[src/rtl/uart_tx_fifo.sv]
// uart_tx_fifo: byte-wide write port into a small FIFO that drains onto an 8N1 serial line,
// LSB first, with back-to-back frames sent without an idle gap.
// Optional build macro UART_TX_PARITY_EN inserts an even-parity bit between data and stop.
module uart_tx_fifo #(
   parameter int unsigned CLKS_PER_BIT = 217,
   parameter int unsigned FIFO_AW      = 2
) (
   input  logic               clk,
   input  logic               resetn,
   input  logic               wr_valid,
   input  logic [7:0]         wr_data,
   output logic               wr_ready,
   output logic               tx,
   output logic               busy,
   output logic [FIFO_AW:0]   fifo_count,
   output logic               overflow
);

   localparam int unsigned       DEPTH_N  = 1 << FIFO_AW;
   localparam logic [FIFO_AW:0]  DEPTH    = {1'b1, {FIFO_AW{1'b0}}};
   localparam logic [15:0]       BAUD_MAX = 16'(CLKS_PER_BIT - 1);

   typedef enum logic [2:0] {
      StIdle,
      StStart,
      StData,
`ifdef UART_TX_PARITY_EN
      StParity,
`endif
      StStop
   } state_e;

   // FIFO storage and bookkeeping
   logic [7:0]         mem [DEPTH_N];
   logic [FIFO_AW-1:0] wr_ptr_q, rd_ptr_q;
   logic [FIFO_AW:0]   count_q;
   logic               overflow_q;
   logic               full;
   logic               push;
   logic               pop;

   // Transmit FSM state
   state_e      state_q, state_d;
   logic [15:0] baud_q, baud_d;
   logic [2:0]  bit_q, bit_d;
   logic [7:0]  shift_q, shift_d;
   logic        tx_q, tx_d;
   logic        baud_end;

   assign full     = (count_q == DEPTH);
   // A pop in the same cycle frees a slot, so a write into a full FIFO is still taken then.
   assign push     = wr_valid && (!full || pop);
   assign baud_end = (baud_q == BAUD_MAX);

   assign wr_ready   = (count_q < DEPTH);
   assign fifo_count = count_q;
   assign overflow   = overflow_q;
   assign tx         = tx_q;
   assign busy       = (state_q != StIdle) || (count_q != '0);

   // FIFO data array; contents need no reset since count gates every read.
   always_ff @(posedge clk) begin
      if (push) begin
         mem[wr_ptr_q] <= wr_data;
      end
   end

   // FIFO pointers, occupancy count and sticky overflow flag.
   always_ff @(posedge clk) begin
      if (!resetn) begin
         wr_ptr_q   <= '0;
         rd_ptr_q   <= '0;
         count_q    <= '0;
         overflow_q <= 1'b0;
      end else begin
         if (push) begin
            wr_ptr_q <= wr_ptr_q + 1'b1;
         end
         if (pop) begin
            rd_ptr_q <= rd_ptr_q + 1'b1;
         end
         if (push && !pop) begin
            count_q <= count_q + 1'b1;
         end else if (pop && !push) begin
            count_q <= count_q - 1'b1;
         end
         if (wr_valid && full && !pop) begin
            overflow_q <= 1'b1;
         end
      end
   end

   // Transmit FSM state register; tx is registered so the line never glitches.
   always_ff @(posedge clk) begin
      if (!resetn) begin
         state_q <= StIdle;
         baud_q  <= '0;
         bit_q   <= '0;
         shift_q <= '0;
         tx_q    <= 1'b1;
      end else begin
         state_q <= state_d;
         baud_q  <= baud_d;
         bit_q   <= bit_d;
         shift_q <= shift_d;
         tx_q    <= tx_d;
      end
   end

   // Next-state logic: bit timing, shifting and FIFO pop decisions.
   always_comb begin
      state_d = state_q;
      baud_d  = baud_q + 16'd1;
      bit_d   = bit_q;
      shift_d = shift_q;
      tx_d    = tx_q;
      pop     = 1'b0;
      unique case (state_q)
         StIdle: begin
            tx_d   = 1'b1;
            baud_d = '0;
            if (count_q != '0) begin
               pop     = 1'b1;
               shift_d = mem[rd_ptr_q];
               state_d = StStart;
               tx_d    = 1'b0;
            end
         end
         StStart: begin
            if (baud_end) begin
               baud_d  = '0;
               bit_d   = '0;
               tx_d    = shift_q[0];
               state_d = StData;
            end
         end
         StData: begin
            if (baud_end) begin
               baud_d = '0;
               // Rotate rather than shift so the byte is intact for the parity bit.
               shift_d = {shift_q[0], shift_q[7:1]};
               if (bit_q == 3'd7) begin
`ifdef UART_TX_PARITY_EN
                  tx_d    = ^shift_q;
                  state_d = StParity;
`else
                  tx_d    = 1'b1;
                  state_d = StStop;
`endif
               end else begin
                  bit_d = bit_q + 3'd1;
                  tx_d  = shift_q[1];
               end
            end
         end
`ifdef UART_TX_PARITY_EN
         StParity: begin
            if (baud_end) begin
               baud_d  = '0;
               tx_d    = 1'b1;
               state_d = StStop;
            end
         end
`endif
         StStop: begin
            if (baud_end) begin
               baud_d = '0;
               if (count_q != '0) begin
                  pop     = 1'b1;
                  shift_d = mem[rd_ptr_q];
                  state_d = StStart;
                  tx_d    = 1'b0;
               end else begin
                  tx_d    = 1'b1;
                  state_d = StIdle;
               end
            end
         end
         default: begin
            baud_d  = '0;
            tx_d    = 1'b1;
            state_d = StIdle;
         end
      endcase
   end

endmodule

[config.mk]
export PLATFORM = sky130hd
export DESIGN_NAME = uart_tx_fifo
export DESIGN_NICKNAME = d
export VERILOG_FILES = /design/src/rtl/uart_tx_fifo.sv
export SDC_FILE = /design/constraint.sdc
export NUM_CORES = 1
export LEC_CHECK = 0
export BUFFER_PORTS_ARGS = -buffer_cell sky130_fd_sc_hd__buf_2
export CAP_MARGIN = 20
export CORE_MARGIN = 2
export CORE_UTILIZATION = 32
export CTS_CLUSTER_DIAMETER = 150
export DETAILED_ROUTE_END_ITERATION = 8
export PLACE_DENSITY = 0.48
export SLEW_MARGIN = 20
export SYNTH_ARGS = -nofsm -noshare
export SYNTH_HDL_FRONTEND = slang
export SYNTH_SLANG_ARGS = --single-unit
[constraint.sdc]
create_clock -name clk -period 4.53 [get_ports clk]
set_clock_uncertainty 0.1 [all_clocks]
set_input_delay 0.906 -clock clk [delete_from_list [all_inputs] [get_ports clk]]
set_output_delay 0.906 -clock clk [all_outputs]
set_load 0.02 [all_outputs]
## Word-level counts from Yosys, hierarchy flattened

Memory sizes are Yosys's and may differ from the RTL's. A register that Yosys moved wholly into a read port is not among the register bits.
Cells that the tools add are included.

- Logic and storage cells: 83
- Memories: 1
- Input port bits: 11
- RAM bits: 32
- Register bits: 39
- Output and inout bits: 7

- Bitwise gates (word level): 2
- Equal/unequal tests: 12
- Mux-type cells: 30
- Reduce and logical (&&, ||, !) cells: 22
- $lt $le $gt $ge: 1
- Add/subtract/negate cells: 6

Memories:

| memory | depth | bits a word | read ports | clocked after Yosys merged registers in | wr ports | line | RTL |
|---|---|---|---|---|---|---|---|
| mem | 4 | 8 | 1 | 1 | 1 | 34 | `logic [7:0] mem [DEPTH_N];` |

Operators by type and width:

| operator | number |
|---|---|
| 3-bit two-way mux | 10 |
| 8-bit two-way mux | 3 |
| 8-bit case mux with 3 select lines | 1 |
| 16-bit by 1-bit adder with 16-bit output (second input constant) | 1 |
| 16-bit by 8-bit == test with 1-bit output (second input constant) | 1 |
| 2-bit inequality test (second input constant) | 6 |
| 3-bit case mux with 4 select lines | 1 |
| 1-bit two-way mux | 10 |
| 3-bit nonzero test | 3 |
| 3-bit by 1-bit adder with 3-bit output (second input constant) | 2 |
| 3-bit by 2-bit == test with 1-bit output (second input constant) | 2 |
| 3-bit == test (second input constant) | 2 |
| 3-bit case mux with 2 select lines | 1 |
| 3-bit AND reduction | 2 |
| 3-bit OR reduction | 2 |
| 1-bit logical AND | 5 |
| 5-bit AND reduction | 1 |
| 2-bit by 1-bit adder with 2-bit output (second input constant) | 2 |
| 2-bit two-way mux | 2 |
| 1-bit case mux with 4 select lines | 1 |
| 4-bit AND reduction | 1 |
| 2-bit nonzero test | 2 |
| 3-bit by 1-bit == test with 1-bit output (second input constant) | 1 |
| 1-bit zero test | 3 |
| other kinds (6) | 8 |

## Logic depth before layout (Yosys ltp)

- Word-level depth: 10
- Mapped depth: 13
- Depth with buffers taken out: 13

## Worst setup path before layout

OpenSTA, ideal clock, no wires.

- Path kind: register to register
- From: register baud_q[0]
- To: register count_q[2] (netlist: fifo_count[2])
- Stages on the path, launching flop included: 14
- Path buffers: 1
- Data required time: 4,354 ps
- Arrival time: 2,543 ps
- Library setup time: 76 ps
- Setup slack: 1,811 ps
- Period minus slack after synthesis: 2,719 ps
- Cells stage by stage: dfxtp_1 inv_1 ha_1 nor3b_2 nand4_4 nor3_1 o21a_1 buf_2 ha_1 inv_1 fa_1 xor2_1 or3_1 a21boi_0

- Cells in the longest elaborated chain, start to end: 8
- Elaborated cells on any way between the ends: 11
- Those cells by class: eq/ne: 1; mux: 3; reduce/logical: 7

Ends and longest elaborated chain:

| element | line | RTL |
|---|---|---|
| start: declaration | 44 | `logic [15:0] baud_q, baud_d;` |
| start signal: assignment | 103 | `baud_q <= baud_d;` |
| 16-bit by 8-bit == test with 1-bit output * | 53 | `assign baud_end = (baud_q == BAUD_MAX);` |
| 1-bit two-way mux * | 166 | `if (baud_end) begin` |
| 1-bit case mux with 2 select lines * | 118 | `unique case (state_q)` |
| 1-bit logical OR * | 52 | `assign push = wr_valid && (!full \|\| pop);` |
| 1-bit logical AND * | 52 |  |
| via push | 39 | `logic push;` |
| 1-bit zero test | 84 | `end else if (pop && !push) begin` |
| 1-bit logical AND | 84 |  |
| 2-bit nonzero test (no source line) | n/a |  |
| end signal: assignment | 83 | `count_q <= count_q + 1'b1;` |
| end signal: assignment | 85 | `count_q <= count_q - 1'b1;` |
| end: declaration | 36 | `logic [FIFO_AW:0] count_q;` |

Mark *: on every way through the listed nets, which the timed path passes. The rest lies on a longest branch.
A chain may end at the register's enable or synchronous reset.

## Worst setup path after layout

- From: register baud_q[0]
- To: register count_q[2] (netlist: fifo_count[2])

- Cells in the longest elaborated chain, start to end: 8
- Elaborated cells on any way between the ends: 11
- Those cells by class: eq/ne: 1; mux: 3; reduce/logical: 7

Ends and longest elaborated chain:

| element | line |
|---|---|
| 16-bit by 8-bit == test with 1-bit output * | 53 |
| 1-bit two-way mux * | 166 |
| 1-bit case mux with 2 select lines * | 118 |
| 1-bit logical OR | 52 |
| 1-bit logical AND | 52 |
| 1-bit zero test | 84 |
| 1-bit logical AND | 84 |
| 2-bit nonzero test (no source line) | n/a |

Every way passes the cells marked *; elsewhere a longest branch is shown, timed or not.

==> Flow_metrics.wiki <==
{| class="wikitable"
! Metric !! Value
|-
| Least-Margin Pin Slew || 839 ps
|-
| Largest fanout on the critical path || 8
|-
| Syn. warnings || 0
|-
| Clock-pin transition on the worst setup and hold timing paths || about 80 ps
|-
| CTS tree || done
|-
| Maximum number of buffers from clock root to sink || 2
|-
| Proportion of synthesized flip-flops having asynchronous set or reset || 0%
|-
| Final TNS setup || 0 ps
|-
| Count of cells resized by post-cts repair || 0
|-
| Netlist Area Pre-Place || ~0.0033 mm^2
|-
| Number of antenna-violating nets in the routed design || 0
|-
| Share of the synthesized area in the top cell type || 29.4%
|-
| Count of TritonRoute iterations in the first routing pass || 4
|-
| Maximum Capacitance Violations || 0
|-
| Number of standard cells after synthesis || ~270
|-
| Most frequent cells after synthesis || 40 x sky130_fd_sc_hd__dfxtp_1, 32 x sky130_fd_sc_hd__edfxtp_1, 27 x sky130_fd_sc_hd__nand2_1, 22 x sky130_fd_sc_hd__nor2_1, 20 x sky130_fd_sc_hd__mux2i_1
|-
| Total power divided by cell area || approximately 570 mW/mm^2
|-
| Switching Share || between 30% and 40%
|-
| Total vias in the final route || between 1,500 and 2,000
|-
| Seq. cell area || ~0.0018 mm^2
|-
| Timing-limited maximum frequency || 342 MHz
|-
| Synthesized netlist net count || approximately 290
|-
| Root cell of the clock tree || sky130_fd_sc_hd__clkbuf_8
|-
| Antenna violations before repair || 0
|-
| Via count of the first global-routing pass || between 1,500 and 2,000
|-
| Detailed-route DRC error count || 0
|-
| Final number of max-transition violations || 0
|-
| Insertion delay to the later sink of the worst-skew pair || about 350 ps
|-
| Cell Rows || 36
|-
| Result of the run || finished, final reports clean
|-
| Number of vias per cell after detailed routing || approximately 4.6
|-
| Leakage power total || around 0.0014 uW
|-
| Fraction of power consumed by combinational cells || between 30% and 40%
|-
| Sequential Power Share || 41.8%
|-
| Normalized max-slew margin || between 40% and 50%
|-
| Final-layout worst hold slack || about 370 ps
|-
| Overall overflow remaining after global route || 0
|-
| Final setup vio count || 0
|-
| Placed wire-length estimate || approximately 4000 um
|-
| Final-report hold violation count || 0
|-
| Capturing element type of the critical path || flip-flop
|-
| Post-synthesis compound-gate area fraction || 6.20%
|-
| Number of top-level pins || 18
|-
| Height of the chip || 105 um
|-
| RSZ-0062 raised after global routing || no
|-
| Per-cell routed wire length || 13.6 um
|-
| Fill cell instance count of the final layout || between 900 and 1,000
|-
| Area taken by multi-input logic gates || between 0.001 and 0.0015 mm^2
|-
| Post-synthesis area per instance || 12.3 um^2
|-
| Worst Setup Path Type || flip-flop to flip-flop
|-
| Number of unique standard cell types used by synthesis || 37
|-
| Minimum clock period || 2920 ps
|-
| Data arrival time of the worst path || a little over 3000 ps
|-
| Class of the worst hold path || flip-flop to flip-flop
|-
| Synth Area in Simple Gates || about 15%
|-
| Fraction of layout instances using a drive strength above 1 || around 17%
|-
| Share of the clock period used by the worst path || between 60% and 70%
|-
| Required time at the endpoint of the critical path || ~4700 ps
|-
| Share of total power in the clock network || approximately a quarter
|-
| Peak ir drop on the vdd network || between 0.15 and 0.2 mV
|-
| Pin count of the biggest net entering global routing || 30
|-
| Cell with the most instances after synthesis || sky130_fd_sc_hd__dfxtp_1
|-
| Top cells by area, synth || sky130_fd_sc_hd__edfxtp_1 29%, sky130_fd_sc_hd__dfxtp_1 24%, sky130_fd_sc_hd__mux2i_1 6.1%
|-
| Internal power contribution || about 1400 uW
|-
| Power dissipated by switching net loads || about 690 uW
|-
| Post-CTS setup buffers || 0
|-
| Post-synthesis share of cell area spent on full adders, half adders and majority gates || between 5 and 6%
|-
| Global router's overall resource usage || a little under an eighth
|-
| Cts-stage hold buffer count || 0
|-
| Layout overhead on the synthesized area || 12.6%
|-
| Xor/xnor cell area share of the yosys netlist || 4.28%
|-
| Number of synthesized flops with an enable pin || 32
|-
| Cell accounting for the most synthesized area || sky130_fd_sc_hd__edfxtp_1
|-
| Port-buffer cells || 17
|-
| Initial Utilization || approximately 33%
|-
| Placer Congestion || 0.753
|-
| Sequential cell area fraction in the yosys report || a little over half
|-
| Multiplexer fraction of the synthesized cell area || 11.6%
|-
| Die Width || between 100 and 150 um
|-
| TritonCTS Sinks || between 70 and 80
|-
| First-pass GRT wire length || ~9600 um
|-
| Number of CTS-inserted buffers || 9
|-
| Area of the core || about 0.0099 mm^2
|-
| Number of violations reported at the end of detailed-routing iteration 0 || 62
|-
| Dominant combinational cell family by area after synthesis || simple AND/OR/NAND/NOR gates
|-
| H-Tree Depth || 3
|-
| Worst setup SP type || flip-flop
|-
| Post-synth top flop || sky130_fd_sc_hd__dfxtp_1
|-
| Final #Nets || roughly 300
|-
| Total wirelength of the detailed-routed design || 5730 um
|-
| Area of the die || 0.0110 mm^2
|-
| Number of antenna diodes || 0
|-
| Number of synthesized register bits || 72
|}
==> final timing paths <==
check             from            end  slack [ps]  depth (start not counted)
max          baud_q[0]  fifo_count[2]        1610                         12
min           overflow       overflow         370                          2
max reg2reg  baud_q[0]  fifo_count[2]        1610                         12
min reg2reg   overflow       overflow         370                          2
==> kinds of logic (layout without fill, tap and decap cells) <==
kind of cell               count (synthesis)  count (layout)
DFF                                       72              72
adders and majority gates                 15              15
buffers and inverters                     20              43
muxes                                     28              28
xor gates and xnor gates                  16              16
AOI/OAI and AO/OA                         22              22
and+or+nand+nor                           92              92
==> metrics by stage <==
stage | worst slack [ps] | std cells | util, % | instance area [um^2] | total power [uW]
after global placement | 1680 | 405 | 35.2 | 3470 | 1560
after global routing | 1350 | 421 | 37.3 | 3680 | 2240
after floorplan | 1810 | 265 | - | 3270 | 1430
final | 1610 | 421 | 37.3 | 3680 | 2090
after CTS | 1570 | 421 | 37.3 | 3680 | 2130
after detailed placement | 1600 | 405 | 35.2 | 3470 | 1570
==> cells in the final DEF (no fill, tap or decap), types with 2 or more instances in the layout <==
| master | n |
|---|---|
| sky130_fd_sc_hd__xnor2_1 | 7 |
| sky130_fd_sc_hd__dfxtp_1 | 40 |
| sky130_fd_sc_hd__nor2_1 | 22 |
| sky130_fd_sc_hd__nor3b_2 | 2 |
| sky130_fd_sc_hd__o211a_1 | 8 |
| sky130_fd_sc_hd__nand4_1 | 2 |
| sky130_fd_sc_hd__and2_1 | 7 |
| sky130_fd_sc_hd__o21ai_0 | 4 |
| sky130_fd_sc_hd__clkinv_2 | 2 |
| sky130_fd_sc_hd__nand3_1 | 7 |
| sky130_fd_sc_hd__nand2b_1 | 3 |
| sky130_fd_sc_hd__xor2_1 | 9 |
| sky130_fd_sc_hd__or3_1 | 2 |
| sky130_fd_sc_hd__ha_1 | 14 |
| sky130_fd_sc_hd__nor2b_1 | 5 |
| sky130_fd_sc_hd__edfxtp_1 | 32 |
| sky130_fd_sc_hd__nand2_1 | 27 |
| sky130_fd_sc_hd__nor4_4 | 2 |
| sky130_fd_sc_hd__and4_1 | 2 |
| sky130_fd_sc_hd__mux4_2 | 8 |
| sky130_fd_sc_hd__nor3_1 | 3 |
| sky130_fd_sc_hd__inv_1 | 10 |
| sky130_fd_sc_hd__o21a_1 | 3 |
| sky130_fd_sc_hd__o211ai_1 | 2 |
| sky130_fd_sc_hd__bufinv_16 | 2 |
| sky130_fd_sc_hd__mux2i_1 | 20 |
| sky130_fd_sc_hd__clkbuf_8 | 9 |
| sky130_fd_sc_hd__and3_1 | 4 |
| sky130_fd_sc_hd__a211oi_4 | 2 |
| sky130_fd_sc_hd__buf_2 | 17 |
==> final cells by class <==
class	instances	area share [%]
Multi-Input combinational cell	173	38.6
Clock inverter	6	2.24
Tap cell	133	4.52
Timing Repair Buffer	17	2.31
Sequential cell	72	47.8
Clock buffer	10	3.46
Inverter	10	1.02
==> worst max-delay path: stages (launching register included) <==
cell and delay (ps):
sky130_fd_sc_hd__dfxtp_1 350, sky130_fd_sc_hd__inv_1 70, sky130_fd_sc_hd__ha_1 120, sky130_fd_sc_hd__nor3b_2 220, sky130_fd_sc_hd__nand4_4 220, sky130_fd_sc_hd__nor3_1 220, sky130_fd_sc_hd__o21a_1 280, sky130_fd_sc_hd__ha_1 220
sky130_fd_sc_hd__inv_1 60, sky130_fd_sc_hd__fa_1 370, sky130_fd_sc_hd__xor2_1 170, sky130_fd_sc_hd__or3_1 300, sky130_fd_sc_hd__a21boi_0 160
==> state kept, by name, indices dropped and copies added (netlist names), named ones only <==
register and cells:
rd_ptr_q 2, overflow 1, wr_ptr_q 2, state_q 2, fifo_count 3, shift_q 8, tx 1, mem 32
bit_q 3, baud_q 16
==> routing by layer <==
metal / vias to the layer above / part of all wire (%) / GRT usage (%)
met1: 936 / 47 / 13.5
met4: 0 / 2.3 / 5.71
met2: 18 / 48 / 18.6
met5: - / 0 / 0
li1: 970 / - / -
met3: 11 / 2.6 / 3.43
==> power by group through the flow <==
stage	Clock [uW]	Sequential [uW]	Combinational, uW
2_1_floorplan	0	865	567
3_3_place_gp	0	890	673
3_5_place_dp	0	891	677
4_1_cts	571	876	681
5_1_grt	597	892	752
6_report	548	872	667
No activity file was read; power rests on OpenSTA's default activity.
